## src/rtl/program_loader_if.sv

```systemverilog
// Signal bundle between the program loader and its environment: the byte stream,
// the instruction-memory write port and the load status/processor-reset outputs.
interface program_loader_if #(
  parameter int DATA_W = 8,
  parameter int ADDR_W = 8
);
  logic              Start;
  logic [DATA_W-1:0] In_Data;
  logic              In_Valid;
  logic              In_Ready;
  logic              Imem_WE;
  logic [ADDR_W-1:0] Imem_Addr;
  logic [DATA_W-1:0] Imem_WData;
  logic              Cpu_Reset;
  logic              Busy;
  logic              Done;
  logic              Error;

  modport master (
    output Start, In_Data, In_Valid,
    input  In_Ready, Imem_WE, Imem_Addr, Imem_WData, Cpu_Reset, Busy, Done, Error
  );

  modport slave (
    input  Start, In_Data, In_Valid,
    output In_Ready, Imem_WE, Imem_Addr, Imem_WData, Cpu_Reset, Busy, Done, Error
  );
endinterface

```

## src/rtl/program_loader.sv

```systemverilog
// Loads a framed byte stream (length, instructions, checksum) into instruction memory
// and keeps the processor core in reset until a frame with a good checksum completes.
module program_loader #(
  parameter int DATA_W = 8,
  parameter int ADDR_W = 8,
  parameter int DEPTH  = 256
) (
  input logic             Clk,
  input logic             Reset,
  program_loader_if.slave bus
);
  typedef enum logic [2:0] {IDLE, LEN, DATA, CSUM, DONE, ERR} state_t;

  state_t            state, state_next;
  logic [ADDR_W-1:0] count, count_next;
  logic [ADDR_W-1:0] len, len_next;
  logic [DATA_W-1:0] sum, sum_next;
  logic              xfer;
  logic              len_ok;

  logic              ready_q, ready_next;
  logic              we_q, we_next;
  logic [ADDR_W-1:0] addr_q, addr_next;
  logic [DATA_W-1:0] wdata_q, wdata_next;
  logic              cpu_reset_q, cpu_reset_next;
  logic              done_q, done_next;
  logic              error_q, error_next;

  assign xfer   = bus.In_Valid & ready_q;
  assign len_ok = (bus.In_Data != '0) && (int'(bus.In_Data) <= DEPTH);

  always_comb begin
    state_next = state;
    count_next = count;
    len_next   = len;
    sum_next   = sum;
    we_next    = 1'b0;
    addr_next  = addr_q;
    wdata_next = wdata_q;

    case (state)
      IDLE, DONE, ERR: begin
        if (bus.Start) begin
          state_next = LEN;
          count_next = '0;
          sum_next   = '0;
        end
      end
      LEN: begin
        if (xfer) begin
          if (len_ok) begin
            len_next   = ADDR_W'(bus.In_Data);
            state_next = DATA;
          end else begin
            state_next = ERR;
          end
        end
      end
      DATA: begin
        if (xfer) begin
          we_next    = 1'b1;
          addr_next  = count;
          wdata_next = bus.In_Data;
          sum_next   = sum + bus.In_Data;
          count_next = count + ADDR_W'(1);
          if (count == len - ADDR_W'(1)) state_next = CSUM;
        end
      end
      CSUM: begin
        if (xfer) state_next = (bus.In_Data == sum) ? DONE : ERR;
      end
      default: state_next = IDLE;
    endcase

    // Status outputs are derived from the next state so they are registered alongside it.
    ready_next     = (state_next == LEN) || (state_next == DATA) || (state_next == CSUM);
    done_next      = (state_next == DONE);
    error_next     = (state_next == ERR);
    cpu_reset_next = (state_next != DONE);
  end

  always_ff @(posedge Clk) begin
    if (!Reset) begin
      state       <= IDLE;
      count       <= '0;
      len         <= '0;
      sum         <= '0;
      ready_q     <= 1'b0;
      we_q        <= 1'b0;
      addr_q      <= '0;
      wdata_q     <= '0;
      cpu_reset_q <= 1'b1;
      done_q      <= 1'b0;
      error_q     <= 1'b0;
    end else begin
      state       <= state_next;
      count       <= count_next;
      len         <= len_next;
      sum         <= sum_next;
      ready_q     <= ready_next;
      we_q        <= we_next;
      addr_q      <= addr_next;
      wdata_q     <= wdata_next;
      cpu_reset_q <= cpu_reset_next;
      done_q      <= done_next;
      error_q     <= error_next;
    end
  end

  assign bus.In_Ready   = ready_q;
  assign bus.Busy       = ready_q;
  assign bus.Imem_WE    = we_q;
  assign bus.Imem_Addr  = addr_q;
  assign bus.Imem_WData = wdata_q;
  assign bus.Cpu_Reset  = cpu_reset_q;
  assign bus.Done       = done_q;
  assign bus.Error      = error_q;
endmodule

```

## src/flat_wrapper.sv

```systemverilog
// flat-port wrapper written by rule: the top's interface ports become plain ports
module program_loader_flat 
#(
  parameter int DATA_W = 8,
  parameter int ADDR_W = 8,
  parameter int DEPTH  = 256
)
  (Clk, Reset, bus_Start, bus_In_Data, bus_In_Valid, bus_In_Ready, bus_Imem_WE, bus_Imem_Addr, bus_Imem_WData, bus_Cpu_Reset, bus_Busy, bus_Done, bus_Error);
  program_loader_if #(.DATA_W(DATA_W), .ADDR_W(ADDR_W)) bus_i ();
  input logic Clk;
  input logic Reset;
  input wire logic [$bits(bus_i.Start)-1:0] bus_Start;
  input wire logic [$bits(bus_i.In_Data)-1:0] bus_In_Data;
  input wire logic [$bits(bus_i.In_Valid)-1:0] bus_In_Valid;
  output wire logic [$bits(bus_i.In_Ready)-1:0] bus_In_Ready;
  output wire logic [$bits(bus_i.Imem_WE)-1:0] bus_Imem_WE;
  output wire logic [$bits(bus_i.Imem_Addr)-1:0] bus_Imem_Addr;
  output wire logic [$bits(bus_i.Imem_WData)-1:0] bus_Imem_WData;
  output wire logic [$bits(bus_i.Cpu_Reset)-1:0] bus_Cpu_Reset;
  output wire logic [$bits(bus_i.Busy)-1:0] bus_Busy;
  output wire logic [$bits(bus_i.Done)-1:0] bus_Done;
  output wire logic [$bits(bus_i.Error)-1:0] bus_Error;
  assign bus_i.Start = bus_Start;
  assign bus_i.In_Data = bus_In_Data;
  assign bus_i.In_Valid = bus_In_Valid;
  assign bus_In_Ready = bus_i.In_Ready;
  assign bus_Imem_WE = bus_i.Imem_WE;
  assign bus_Imem_Addr = bus_i.Imem_Addr;
  assign bus_Imem_WData = bus_i.Imem_WData;
  assign bus_Cpu_Reset = bus_i.Cpu_Reset;
  assign bus_Busy = bus_i.Busy;
  assign bus_Done = bus_i.Done;
  assign bus_Error = bus_i.Error;
  program_loader #(.DATA_W(DATA_W), .ADDR_W(ADDR_W), .DEPTH(DEPTH)) u_core (.Clk(Clk), .Reset(Reset), .bus(bus_i));
endmodule
```

## config.mk

```make
export PLATFORM = sky130hd
export DESIGN_NAME = program_loader_flat
export DESIGN_NICKNAME = d
export VERILOG_FILES = /design/src/rtl/program_loader_if.sv /design/src/rtl/program_loader.sv /design/src/flat_wrapper.sv
export SDC_FILE = /design/constraint.sdc
export NUM_CORES = 1
export LEC_CHECK = 0
export BUFFER_PORTS_ARGS = -buffer_cell sky130_fd_sc_hd__buf_4
export CORE_MARGIN = 1.5
export CORE_UTILIZATION = 40
export DETAILED_ROUTE_END_ITERATION = 10
export PLACE_DENSITY_LB_ADDON = 0.25
export SYNTH_ARGS = -nofsm -noshare
export SYNTH_HDL_FRONTEND = slang
export SYNTH_SLANG_ARGS = --single-unit
export TNS_END_PERCENT = 5
```

## constraint.sdc

```tcl
create_clock -name Clk -period 2.4 [get_ports Clk]
set_input_delay 0 -clock Clk [delete_from_list [all_inputs] [get_ports Clk]]
set_output_delay 0 -clock Clk [all_outputs]
set_load 0.01 [all_outputs]
```

Yosys cells after proc, flatten, opt, wreduce, memory -nomap -nowiden
Cells that the tools add are included.
{"block": "word_totals", "regBits": 48, "out_inout_bits": 22, "elab_cells": 54}
{"block": "op_classes", "n_reduce_logical": 10, "add_sub_neg": 3, "mux": 14, "eq_ne": 15, "n_bitwise": 1}
{"operator": "$pmux W8 S2", "n": 2}
{"operator": "$mux W8", "n": 3}
{"operator": "$mux W3", "n": 6}
{"operator": "$eq A8 B8 Y1", "n": 2}
{"operator": "$eq A3 B2 Y1 const B", "n": 4}
{"operator": "$eq A3 B3 Y1 const B", "n": 4}
{"operator": "$pmux W3 S4", "n": 1}
{"operator": "$add A8 B1 Y8 const B", "n": 1}
{"operator": "$add A8 B8 Y8", "n": 1}
{"operator": "$reduce_bool A8 Y1", "n": 1}
{"operator": "$sub A8 B1 Y8 const B", "n": 1}
{"operator": "$eq A3 B1 Y1 const B", "n": 2}
{"operator": "$reduce_and A3 Y1", "n": 2}
{"operator": "$reduce_and A2 Y1", "n": 2}
{"operator": "$logic_not A3 Y1", "n": 1}
{"operator": "$ne A3 B3 Y1 const B", "n": 1}
{"operator": "$reduce_or A3 Y1", "n": 1}
{"operator": "$logic_or A1 B1 Y1", "n": 2}
{"operator": "$mux W1", "n": 2}
{"operator": "$ne A2 B1 Y1 const B", "n": 1}
{"operator": "$ne A2 B2 Y1 const B", "n": 1}
{"operator": "$reduce_bool A2 Y1", "n": 1}
{"operator": "$and A1 B1 Y1", "n": 1}

Longest topological paths before layout
{"block": "logic_depth", "depth_word": 8, "mapped_depth": 7, "ltp_nobuf": 7}

Worst setup path before layout
No wires, ideal clock.
{"block": "synth_path", "path_kind": "register to register", "startpoint": "reg u_core.sum[2]", "endpoint": "reg u_core.ready_q (netlist: u_core.bus.Busy)", "path_slack_ns": 0.293, "path_stages_with_launch": 7, "required_ns": 2.269, "arrival_ns": 1.976, "setup_time_ns": 0.131, "path_cell_list": "dfxtp_1 > ha_1 > or4b_1 > or4_1 > a21oi_1 > o22a_1 > a211oi_1"}
{"block": "synth_between", "elab_chain_cells": 7, "word_cells_on_any_way": 9, "classes_between": "eq/ne: 4; mux: 3; reduce/logical: 2"}
{"element": "start: declaration", "line": "program_loader.sv:17", "rtl": "logic [DATA_W-1:0] sum, sum_next;"}
{"element": "start signal: assignment", "line": "program_loader.sv:99", "rtl": "sum <= sum_next;"}
{"element": "$eq A8 B8 Y1 (*)", "line": "program_loader.sv:70", "rtl": "if (xfer) state_next = (bus.In_Data == sum) ? DONE : ERR;"}
{"element": "$mux W1 (*)", "line": "program_loader.sv:70"}
{"element": "$mux W3 (*)", "line": "program_loader.sv:70"}
{"element": "$pmux W3 S4 (*)", "line": "program_loader.sv:41", "rtl": "case (state)"}
{"element": "$eq A3 B1 Y1 / $eq A3 B2 Y1 (equally long branches)", "line": "program_loader.sv:76", "rtl": "ready_next = (state_next == LEN) || (state_next == DATA) || (state_next == CSUM);"}
{"element": "$logic_or A1 B1 Y1", "line": "program_loader.sv:76"}
{"element": "$logic_or A1 B1 Y1 (*)", "line": "program_loader.sv:76"}
{"element": "end signal: assignment", "line": "program_loader.sv:100", "rtl": "ready_q <= ready_next;"}
{"element": "end: declaration", "line": "program_loader.sv:21", "rtl": "logic ready_q, ready_next;"}
Mark *: on every way between the ends. The rest lies on a longest branch, timed or not.
A chain may end at the register's enable or synchronous reset.

Worst setup path in the final report
{"block": "layout_path", "startpoint": "in bus_In_Data[2]", "endpoint": "reg u_core.done_q (netlist: u_core.bus.Done)"}
{"block": "layout_between", "elab_chain_cells": 5, "word_cells_on_any_way": 8, "classes_between": "eq/ne: 2; mux: 5; reduce/logical: 1"}
{"element": "start: declaration", "line": "flat_wrapper.sv:13", "rtl": "input wire logic [$bits(bus_i.In_Data)-1:0] bus_In_Data;"}
{"element": "$eq A8 B8 Y1 / $reduce_bool A8 Y1 (equally long branches)", "line": "program_loader.sv:70, program_loader.sv:30"}
{"element": "$mux W1 / $mux W3 (equally long branches)", "line": "program_loader.sv:70, program_loader.sv:51"}
{"element": "$mux W3 (on tied branches)", "line": "program_loader.sv:70, program_loader.sv:50"}
{"element": "$pmux W3 S4 (*)", "line": "program_loader.sv:41"}
{"element": "$eq A3 B3 Y1 (*)", "line": "program_loader.sv:77", "rtl": "done_next = (state_next == DONE);"}
{"element": "end signal: assignment", "line": "program_loader.sv:105", "rtl": "done_q <= done_next;"}
{"element": "end: declaration", "line": "program_loader.sv:26", "rtl": "logic done_q, done_next;"}
Marks and branches as above.

==> results.json <==
{
  "status": "complete, no violations",
  "instances_no_fill": 391,
  "dp_hpwl_um": 3966,
  "syn_area_sq_mm": 0.002384,
  "tns_ps": 0,
  "synth_most_common_cell": "dfxtp_1",
  "synth-simple-area-share_pct": 24.78,
  "synth_top_family_by_area": "simple AND/OR/NAND/NOR gates",
  "first_pass_iters": 4,
  "grt_pass1_vias": 1939,
  "cts_tree": "yes",
  "yosys-top-cells-area": "dfxtp_1, nand2_1, a21oi_1",
  "dieArea_sq_mm": 0.006431,
  "io_pins": 34,
  "critPathLaunchType": "input pin",
  "path_cells": "dlygate4sd3_1 -> buf_4 -> ha_1 -> or4b_1 -> or4_1 -> a21oi_1 -> o22a_1 -> and3_1",
  "path_buf_inv": 2,
  "num_rows": 27,
  "rsz0062_at_grt": "no",
  "power_density_mw_per_mm2": 545.1,
  "synth_cell_type_count": 52,
  "cp.arrival_ps": 2550,
  "ys_ff_latch": 48,
  "hold_class": "in2reg",
  "grt_pass1_wl_um": 9446,
  "grt_usage_pct": 19.05,
  "crit_type": "in2reg",
  "final_antenna_net_count": 0,
  "antenna_found_initial": 0,
  "required_ps": 2650,
  "yosysWarnings": 0,
  "die_h_um": 80.20,
  "clk_pin_slew_ps": 90,
  "setup_ws_ps": 102.6,
  "comb_power_share_pct": 8.9,
  "max-cap-violations": 0,
  "p_clk_share_pct": 39.8,
  "ys_seq_area_share_pct": 40.31,
  "ys_top_cells_by_count": "dfxtp_1, nand2_1, a21oi_1",
  "synth_top_area_cell": "dfxtp_1",
  "grt_max_degree": 33,
  "synthXorXnorAreaFrac_pct": 5.879,
  "multiInputGateArea_sq_mm": 0.001343,
  "finClkSkew_ps": 10.44,
  "drt-initial-drc-count": 91,
  "fmax_mhz": 435.3,
  "insertion_delay_ps": 310,
  "p_leak_nw": 1.140,
  "synth_area_per_cell_sq_um": 8.636,
  "cpPeakStageDelay_ps": 540,
  "yosysTopAreaCellShare_pct": 40.31,
  "drc_errors": 0,
  "setup_viol": 0,
  "async_flop_share_pct": 0,
  "start_util_pct": 42.25,
  "layout_worst_path_cycle_share_pct": 95.73,
  "fin_nets": 340,
  "core-area_sq_mm": 0.005642,
  "synth_edf_count": 0,
  "worstMarginPinSlew_ps": 405.0,
  "cts_resized": 0,
  "final.min_clock_period_ps": 2297,
  "fin_hold_ws_ps": 12.78,
  "gp_congestion": 0.7999,
  "slew_viol_final": 0,
  "place_inst": 375,
  "insertedDiodeCount": 0,
  "synthCells": 276,
  "cts.sinks": 48,
  "internal-power_mw": 1.208,
  "cts_made_buffers": 5,
  "wirelength_um": 5627,
  "pwr-share-seq_pct": 51.3,
  "relSlewSlack_pct": 72.97,
  "viasPerCell": 5.276,
  "synth-compound-area-share_pct": 15.64,
  "synth_nets": 298,
  "clock_path_buffers": 2,
  "synthAdderAreaFrac_pct": 5.564,
  "dp_slack_ps": 190.5,
  "vias": 2063,
  "dominantRegCellSynth": "dfxtp_1",
  "p_sw_share_pct": 23.86,
  "synth.area.mux_share_pct": 4.199,
  "end_kind": "flop",
  "finalHoldViolCount": 0,
  "p_switching_mw": 0.3785,
  "layout-drive-gt1-share_pct": 18.50,
  "fillers": 543,
  "globalRouteOverflowTotal": 0,
  "dieWidth_um": 80.20,
  "cts_root_buffer": "clkbuf_8",
  "wl_per_cell_um": 14.39,
  "slowest_stage": "dlygate4sd3_1",
  "crit_family": "simple AND/OR/NAND/NOR gates",
  "area_growth_pct": 22.10,
  "vdd_drop_max_mv": 0.2983,
  "regArea_sq_um": 960.9,
  "htreeDepth": 2,
  "critical_path_peak_fanout": 5,
  "portBuffers": 33
}
==> layout make-up <==
| cell class | count | area share (%) |
|---|---|---|
| Multi-Input combinational cell | 210 | 46.13 |
| Sequential cell | 48 | 33.02 |
| Timing Repair Buffer | 47 | 12.81 |
| Tap cell | 72 | 3.095 |
| Clock buffer | 6 | 2.837 |
| Clock inverter | 2 | 1.333 |
| Inverter | 6 | 0.7739 |
==> worst register-to-register path, cell delays in order, from the launching register on <==
cell and delay [ps]:
dfxtp_1 390, ha_1 260, or4b_1 510, or4_1 480, a21oi_1 150, o22a_1 230
and3_1 170
==> metrics by stage <==
step / util [%] / instance area, sq um / power, mW
after detailed placement: 48.02 / 2709 / 0.9637
after CTS: 51.59 / 2910 / 1.597
after global placement: 48.02 / 2709 / 0.9632
after global routing: 51.59 / 2910 / 1.655
final: 51.59 / 2910 / 1.586
after floorplan: - / 2384 / 0.9095
==> power groups by stage <==
stage               registers [mW]  clock network [mW]  logic [mW]
global route                 0.815               0.683       0.156
CTS                          0.813               0.642       0.143
finish                       0.813               0.631       0.142
detailed placement           0.832                   0       0.132
global placement             0.831                   0       0.132
floorplan                    0.830                   0      0.0798
==> layer usage <==
| layer | share of wire [%] | global-route usage, % | vias up |
|---|---|---|---|
| met5 | 0 | 0 | - |
| met4 | 1.0 | 5.172 | 0 |
| met3 | 2.9 | 3.068 | 7 |
| met2 | 49 | 33.36 | 30 |
| met1 | 47 | 24.06 | 967 |
| li1 | - | - | 1059 |
==> sequential cells by signal (all words and copies together), names as in the netlist <==
signal / flops
u_core.bus.Imem_WE: 1
u_core.bus.Busy: 1
u_core.bus.Error: 1
u_core.bus.Done: 1
u_core.bus.Cpu_Reset: 1
u_core.len: 8
u_core.bus.Imem_WData: 8
u_core.state: 3
u_core.count: 8
u_core.sum: 8
u_core.bus.Imem_Addr: 8
==> kinds of logic after synthesis <==
kind of cell    Yosys count
compound gates           58
xor+xnor                 16
fa+ha+maj                10
buf+inv                  18
flops                    48
mux                      10
simple gates            116
==> final timing paths <==
check	depth (start not counted)	from	end	slack [ps]
setup reg to reg	6	u_core.sum[1]$_SDFFE_PN0P_	u_core.bus.Done$_SDFF_PN0_	180
hold / removal	2	Reset	u_core.sum[7]$_SDFFE_PN0P_	10
hold reg to reg	2	u_core.bus.Imem_WData[0]$_SDFFE_PN0P_	u_core.bus.Imem_WData[0]$_SDFFE_PN0P_	460
setup / recovery	8	bus_In_Data[2]	u_core.bus.Done$_SDFF_PN0_	100
==> what timing repair did <==
item	4_1_cts	5_1_grt
hold endpoints to repair	14	0
hold buffers	8	0
setup buffers	0	0
setup endpoints to repair	0	0
==> cells in the final DEF, fill, tap and decap left out, drive strengths merged, types with 5 or more instances in the layout <==
master / netlist / layout
nand3: 14 / 14
xor2: 8 / 8
nor3: 5 / 5
or3: 5 / 5
nand2: 47 / 47
buf: 5 / 39
nor4: 5 / 5
a21oi: 32 / 32
nor2: 18 / 18
ha: 9 / 9
dlygate4sd3: 0 / 8
mux2i: 10 / 10
dfxtp: 48 / 48
clkbuf: 7 / 6
inv: 6 / 6
xnor2: 8 / 8
(Power assumes the default switching activity.)
